<file path="src/rtl/fetch_unit.sv">
// Decoupled instruction fetch: credit-limited request/response memory port, an
// in-order queue of outstanding request PCs, and an instruction buffer for decode.
module fetch_unit #(
   parameter int unsigned     XLEN       = 32,
   parameter int unsigned     ILEN       = 32,
   parameter logic [XLEN-1:0] RESET_PC   = '0,
   parameter int unsigned     FIFO_DEPTH = 4
) (
   input  logic            clock,
   input  logic            reset,
   input  logic            redirect_valid,
   input  logic [XLEN-1:0] redirect_pc,
   output logic            imem_req_valid,
   input  logic            imem_req_ready,
   output logic [XLEN-1:0] imem_req_addr,
   input  logic            imem_rsp_valid,
   input  logic [ILEN-1:0] imem_rsp_data,
   output logic            out_valid,
   input  logic            out_ready,
   output logic [ILEN-1:0] out_instr,
   output logic [XLEN-1:0] out_pc
);

   localparam int unsigned     AW         = $clog2(FIFO_DEPTH);
   localparam int unsigned     CW         = AW + 1;
   localparam logic [CW:0]     DEPTH_EXT  = (CW+1)'(FIFO_DEPTH);
   localparam logic [XLEN-1:0] PC_STEP    = XLEN'(4);
   localparam logic [XLEN-1:0] ALIGN_MASK = {{(XLEN-2){1'b1}}, 2'b00};
   localparam logic [AW-1:0]   PTR_ONE    = AW'(1);
   localparam logic [CW-1:0]   CNT_ZERO   = '0;

   logic [XLEN-1:0] pc_q, pc_d;
   logic [CW-1:0]   inflight_q, inflight_d;
   logic [CW-1:0]   discard_q, discard_d;

   logic [XLEN-1:0] pcq_mem_q [FIFO_DEPTH];
   logic [AW-1:0]   pcq_wr_q, pcq_wr_d;
   logic [AW-1:0]   pcq_rd_q, pcq_rd_d;

   logic [XLEN-1:0] buf_pc_q    [FIFO_DEPTH];
   logic [ILEN-1:0] buf_instr_q [FIFO_DEPTH];
   logic [AW-1:0]   buf_wr_q, buf_wr_d;
   logic [AW-1:0]   buf_rd_q, buf_rd_d;
   logic [CW-1:0]   buf_cnt_q, buf_cnt_d;

   logic credit_ok_s;
   logic req_fire_s;
   logic rsp_ok_s;
   logic drop_s;
   logic keep_s;
   logic buf_push_s;
   logic pop_s;

   // Slots already owed to the buffer (in flight) plus slots occupied bound new requests.
   assign credit_ok_s    = ({1'b0, inflight_q} + {1'b0, buf_cnt_q}) < DEPTH_EXT;
   assign imem_req_valid = reset && !redirect_valid && credit_ok_s;
   assign imem_req_addr  = pc_q;
   assign req_fire_s     = imem_req_valid && imem_req_ready;

   // A response with nothing outstanding is ignored so counters cannot underflow.
   assign rsp_ok_s   = imem_rsp_valid && (inflight_q != CNT_ZERO);
   assign drop_s     = rsp_ok_s && (discard_q != CNT_ZERO);
   assign keep_s     = rsp_ok_s && (discard_q == CNT_ZERO);
   assign buf_push_s = keep_s && !redirect_valid;

   assign out_valid = (buf_cnt_q != CNT_ZERO);
   assign pop_s     = out_valid && out_ready;
   assign out_instr = out_valid ? buf_instr_q[buf_rd_q] : '0;
   assign out_pc    = out_valid ? buf_pc_q[buf_rd_q] : '0;

   // Next-state for PC, counters and queue pointers.
   always_comb begin
      pc_d       = pc_q;
      inflight_d = inflight_q;
      discard_d  = discard_q;
      pcq_wr_d   = pcq_wr_q;
      pcq_rd_d   = pcq_rd_q;
      buf_wr_d   = buf_wr_q;
      buf_rd_d   = buf_rd_q;
      buf_cnt_d  = buf_cnt_q;
      if (redirect_valid) begin
         // Everything still outstanding belongs to the old path and must be dropped.
         pc_d       = redirect_pc & ALIGN_MASK;
         inflight_d = inflight_q - CW'(rsp_ok_s);
         discard_d  = inflight_q - CW'(rsp_ok_s);
         pcq_rd_d   = pcq_wr_q;
         buf_rd_d   = buf_wr_q;
         buf_cnt_d  = CNT_ZERO;
      end else begin
         inflight_d = inflight_q + CW'(req_fire_s) - CW'(rsp_ok_s);
         discard_d  = discard_q - CW'(drop_s);
         buf_cnt_d  = buf_cnt_q + CW'(keep_s) - CW'(pop_s);
         if (req_fire_s) begin
            pc_d     = pc_q + PC_STEP;
            pcq_wr_d = pcq_wr_q + PTR_ONE;
         end else begin
            pc_d     = pc_q;
            pcq_wr_d = pcq_wr_q;
         end
         if (keep_s) begin
            pcq_rd_d = pcq_rd_q + PTR_ONE;
            buf_wr_d = buf_wr_q + PTR_ONE;
         end else begin
            pcq_rd_d = pcq_rd_q;
            buf_wr_d = buf_wr_q;
         end
         if (pop_s) begin
            buf_rd_d = buf_rd_q + PTR_ONE;
         end else begin
            buf_rd_d = buf_rd_q;
         end
      end
   end

   // State registers and queue storage.
   always_ff @(posedge clock or negedge reset) begin
      if (!reset) begin
         pc_q        <= RESET_PC;
         inflight_q  <= '0;
         discard_q   <= '0;
         pcq_wr_q    <= '0;
         pcq_rd_q    <= '0;
         buf_wr_q    <= '0;
         buf_rd_q    <= '0;
         buf_cnt_q   <= '0;
         pcq_mem_q   <= '{default: '0};
         buf_pc_q    <= '{default: '0};
         buf_instr_q <= '{default: '0};
      end else begin
         pc_q       <= pc_d;
         inflight_q <= inflight_d;
         discard_q  <= discard_d;
         pcq_wr_q   <= pcq_wr_d;
         pcq_rd_q   <= pcq_rd_d;
         buf_wr_q   <= buf_wr_d;
         buf_rd_q   <= buf_rd_d;
         buf_cnt_q  <= buf_cnt_d;
         if (req_fire_s) begin
            pcq_mem_q[pcq_wr_q] <= pc_q;
         end
         if (buf_push_s) begin
            buf_pc_q[buf_wr_q]    <= pcq_mem_q[pcq_rd_q];
            buf_instr_q[buf_wr_q] <= imem_rsp_data;
         end
      end
   end

endmodule

</file>
<file path="config.mk">
export PLATFORM = sky130hd
export DESIGN_NAME = fetch_unit
export DESIGN_NICKNAME = d
export VERILOG_FILES = /design/src/rtl/fetch_unit.sv
export SDC_FILE = /design/constraint.sdc
export NUM_CORES = 1
export LEC_CHECK = 0
export ABC_AREA = 1
export CORE_MARGIN = 1
export CORE_UTILIZATION = 58
export DETAILED_ROUTE_END_ITERATION = 16
export PLACE_DENSITY = 0.84
export SLEW_MARGIN = 30
export SYNTH_ARGS = -nofsm -noshare
export SYNTH_HDL_FRONTEND = slang
export SYNTH_SLANG_ARGS = --single-unit
</file>
<file path="constraint.sdc">
create_clock -name clock -period 3.8 [get_ports clock]
set_input_delay 0.76 -clock clock [delete_from_list [all_inputs] [get_ports clock]]
set_output_delay 0.76 -clock clock [all_outputs]
set_load 0.1 [all_outputs]
</file>
# == Yosys cells after proc, flatten, opt, wreduce, memory -nomap -nowiden ==
# Cells that the tools add are included.
# word_totals
reg_bits,433
latch_bits,0
ramBits,0
romBits,0
input_bits,70
elab_cells,91
mem_count,0
# op_classes
addsub,12
multipliers,0
div,0
order_cmp,7
eq_ne,0
shifts,0
n_mux,27
n_bitwise,5
reduce_logical,20
# ops
operator,count
$bwmux 128,3
$mux 32,12
$bmux 32 s2,3
$demux 32 s2,2
$add 32x3->32 const B,1
$ge 3x3->1 const B,4
$not 2->3,4
$sub 3x1->3,4
$logic_and 1x1->1,10
$mux 3,3
$reduce_bool 3->1,3
$add 2x1->2 const B,4
$mux 2,4
$add 3x1->3,2
$lt 3x1->1 const B,2
$reduce_bool 2->1,3
$add 3x3->4,1
$lt 4x3->1 const B,1
$reduce_and 2->1,2
$logic_not 3->1,1
$logic_not 1->1,1
$not 1->1,1

# == Longest topological paths before layout ==
# depth
ltp_word,7
mapped_depth,15
mapped_depth_nobuf,13

# == Least setup slack after synthesis ==
# Ideal clock, no wire load.
# synth_timing
path_kind,flip-flop to output port
from,register buf_cnt_q[1]
to,output port out_instr[0]
arrival_ps,3047
t_required_ps,3040
slack_ps,-7
stages_incl_launch_ff,6
n_path_buf,1
path_cell_list,dfrtp_1 > nor2_1 > nand2_1 > inv_2 > clkbuf_1 > a21oi_1
# synth_between
elab_chain_len,2
# synth_rtl
item,line,rtl
start: declaration,44,"logic [CW-1:0] buf_cnt_q, buf_cnt_d;"
start signal: assignment,137,buf_cnt_q <= buf_cnt_d;
$reduce_bool 3->1,66,assign out_valid = (buf_cnt_q != CNT_ZERO);
named net out_valid,18,"output logic out_valid,"
$mux 32,68,assign out_instr = out_valid ? buf_instr_q[buf_rd_q] : '0;
end: declaration,20,"output logic [ILEN-1:0] out_instr,"
# The timed path passes the listed nets, and every way through them passes these cells.

# == Final worst setup path ==
# layout_timing
from,register buf_rd_q[0]
to,output port out_pc[11]
# layout_between
elab_chain_len,5
# layout_rtl
item,line,rtl
start: declaration,43,"logic [AW-1:0] buf_rd_q, buf_rd_d;"
start signal: assignment,136,buf_rd_q <= buf_rd_d;
$not 2->3 (implied by the code),69,assign out_pc = out_valid ? buf_pc_q[buf_rd_q] : '0;
$bmux 32 s2,69,
$mux 32 (implied by the code) (2 in series),69,
$mux 32,69,
end: declaration,21,output logic [XLEN-1:0] out_pc
# No other way between the ends. The select of a mux whose other input is x is not followed.

==> results.yml <==
outcome:
  status: "finished, final reports clean"
sta:
  clock-skew-final_ps: 14.2
  hold_ws_ps: 361
  setup_tns_ps: 0
  hold_violations: 0
  setup_slack_ps: 260
  rsz0062_at_grt: "no"
  fmax_mhz: 283
  slew_headroom_pct: 34.4
  tightest_slew_ps: 981
  fin_crit_sh_pct: 93.2
  slew_viol_final: 0
  finalSetupViolations: 0
  min_period_ps: 3540
setup_path:
  cp-end-kind: "output pin"
  start_kind: "flip-flop"
  r2r_end: "buf_pc_q[109]"
  critPathMaxFanout: 92
  rr_worst_depth: 9
  r2r_slack_ps: 1180
  arrival_ps: 2780
  crit_type: "flip-flop to output pin"
  reg2reg_from: "inflight_q[2]"
  required_ps: 3040
yosys:
  synth_area_sq_um: 19800
  ys_ff_latch: 415
  ys_types: 35
  synth_area_leader_cell: "dfrtp_1"
  yosysSeqAreaShare_pct: 52.3
  netlist_top_cells_area: "dfrtp_1 (52%), nand2_1 (13%), o21ai_0 (10%)"
  postSynthAreaPerCell_sq_um: 7.98
  syn-instance-count: 2486
  yosys.area.top_type_share_pct: 52.3
  synth_warnings: 0
drt:
  vias_per_cell: 5.83
  drt-total-wl_mm: 52.1
  num_vias: 17700
  drtIter0Drc: 1813
  firstDrtPassIters: 6
  route.antenna.remaining_nets: 0
  wl_per_cell_microns: 17.1
  drc_errors: 0
grt:
  grt_max_degree: 125
  grt_overflow: 0
  grt_first_pass_wirelength_mm: 86.2
  grt_pass1_vias: 17200
  antenna_found_initial: 0
  grt_usage_pct: 30.0
final_layout:
  fin_cells: 3041
  fin_area_sq_um: 23700
  drive_gt1_share_pct: 7.44
  mostFrequentLayoutCell: "nand2_1"
  final_cell_mix: "nand2_1 (673), dfrtp_1 (413), o21ai_0 (403), inv_1 (196), a21oi_1 (194)"
  final_nets: 2653
  syn2layout_area_growth_pct: 19.3
  n_antenna_cell: 0
die:
  fp.dieH_microns: 187
  start_util_pct: 59.0
  die_x_microns: 187
  coreArea_sq_um: 33600
  ios: 168
  fp.dieArea_sq_um: 35000
  fp-row-count: 67
clock_network:
  htree_num_levels: 2
  cts_resized: 0
  clockBufferDepth: 3
  post_cts_buffers: 0
  cts_tree: "done"
  cts_hold_buf: 0
  clk-insertion-delay-late_ps: 550
  numCtsBuffers: 43
  clk_pin_slew_ps: 60
  clock-sinks: 415
  cts-root-buf: "clkbuf_16"
pwr:
  leakage_nw: 11.2
  swShare_pct: 47.9
  p_sw_mw: 11.8
  clkPwrFrac_pct: 18.0
  p_int_mw: 12.9
  p_seq_share_pct: 29.0
  power.density_nw_per_um2: 1040
  irDropWorstVdd_mv: 0.852
  combPwrFrac_pct: 53.1
worst_hold_path:
  min_path_type: "primary input to asynchronous set/reset pin"
flow_run:
  drv_cap: 0
place:
  dp_slack_ps: 550
  dpl-instance-area_sq_um: 22200
  place_hpwl_mm: 31.0
  dp.cells: 2965
  place_congestion: 0.856
  portBuffers: 161
## layout make-up
class / instances / area, sq um
inverters: 205 / 778
well taps: 448 / 561
flip-flops and latches: 415 / 10400
fillers: 2482 / 9940
clock buffers: 59 / 1240
clock inverters: 17 / 248
multi-input cells: 1699 / 7840
repair buffers: 198 / 2620
## cells by family after synthesis
logic type,Yosys count,synth area share (%)
other,1,0.0189
XOR/XNOR,10,0.441
adder cells (fa/ha/maj),21,1.40
buffers and inverters,375,8.28
AND/OR/NAND/NOR,869,17.3
flip-flops,415,52.3
AO/OA/AOI/OAI,795,20.3
## state kept, by name (all words and copies together) (netlist names)
| register | flops |
|---|---|
| buf_pc_q | 120 |
| pcq_mem_q | 120 |
| buf_wr_q | 2 |
| inflight_q | 3 |
| buf_rd_q | 2 |
| pcq_rd_q | 2 |
| pcq_wr_q | 2 |
| imem_req_addr | 30 |
| buf_cnt_q | 3 |
| discard_q | 3 |
| buf_instr_q | 128 |
## cells in the mapped netlist (all sizes together)
cell / count
clkbuf: 66
clkinv: 5
dfrtp: 415
a21oi: 194
nor2: 113
or2: 3
and2: 2
o21ai: 569
nand3: 69
nand3b: 1
inv: 200
o211ai: 1
fa: 2
o22ai: 31
ha: 19
nor3: 1
nand2: 678
xnor2: 3
xor2: 7
buf: 104
conb: 1
nor4: 1
nand4: 1
## worst max-delay path, stage by stage, from the launching register on
cell and delay, ps:
dfrtp_4 810, clkinv_2 180, buf_12 250, a21oi_1 190
o21ai_0 110, a21oi_1 380, buf_12 230
## power groups by stage
stage	clock network [mW]	registers, mW	logic, mW
3_5_place_dp	0	7.18	13.0
6_report	4.44	7.16	13.1
3_3_place_gp	0	7.08	12.7
5_1_grt	4.64	7.34	14.0
2_1_floorplan	0	7.28	8.40
4_1_cts	4.47	7.13	13.1
## worst max path at each step
stage | slack, ps | startpoint | to | cells after the start
floorplan | -7 | buf_cnt_q[1] | out_instr[0] | 5
global placement | 640 | redirect_valid | inflight_q[2] | 13
detailed placement | 550 | redirect_valid | buf_pc_q[8] | 7
CTS | 260 | buf_rd_q[0] | out_pc[23] | 6
global route | 110 | buf_rd_q[0] | out_pc[23] | 6
finish | 260 | buf_rd_q[0] | out_pc[11] | 6
## metal layers
metal  part of all wire (%)  routed length (microns)  global-route usage, %  up-vias
met4                    2.6                     1350                   10.7        0
met2                     48                    24900                   49.8      857
met3                    7.9                     4120                   3.71      100
met1                     42                    21700                   40.9     8510
met5                      0                        0                      0        -
li1                       -                        -                      -     8257
## metrics by stage
stage	util, %	total power, mW
after detailed placement	66.0	20.2
after CTS	70.4	24.7
after global routing	70.4	25.9
after global placement	66.0	19.7
final	70.4	24.7
after floorplan	-	15.7
Note: power is estimated with default switching activity, not from simulation.
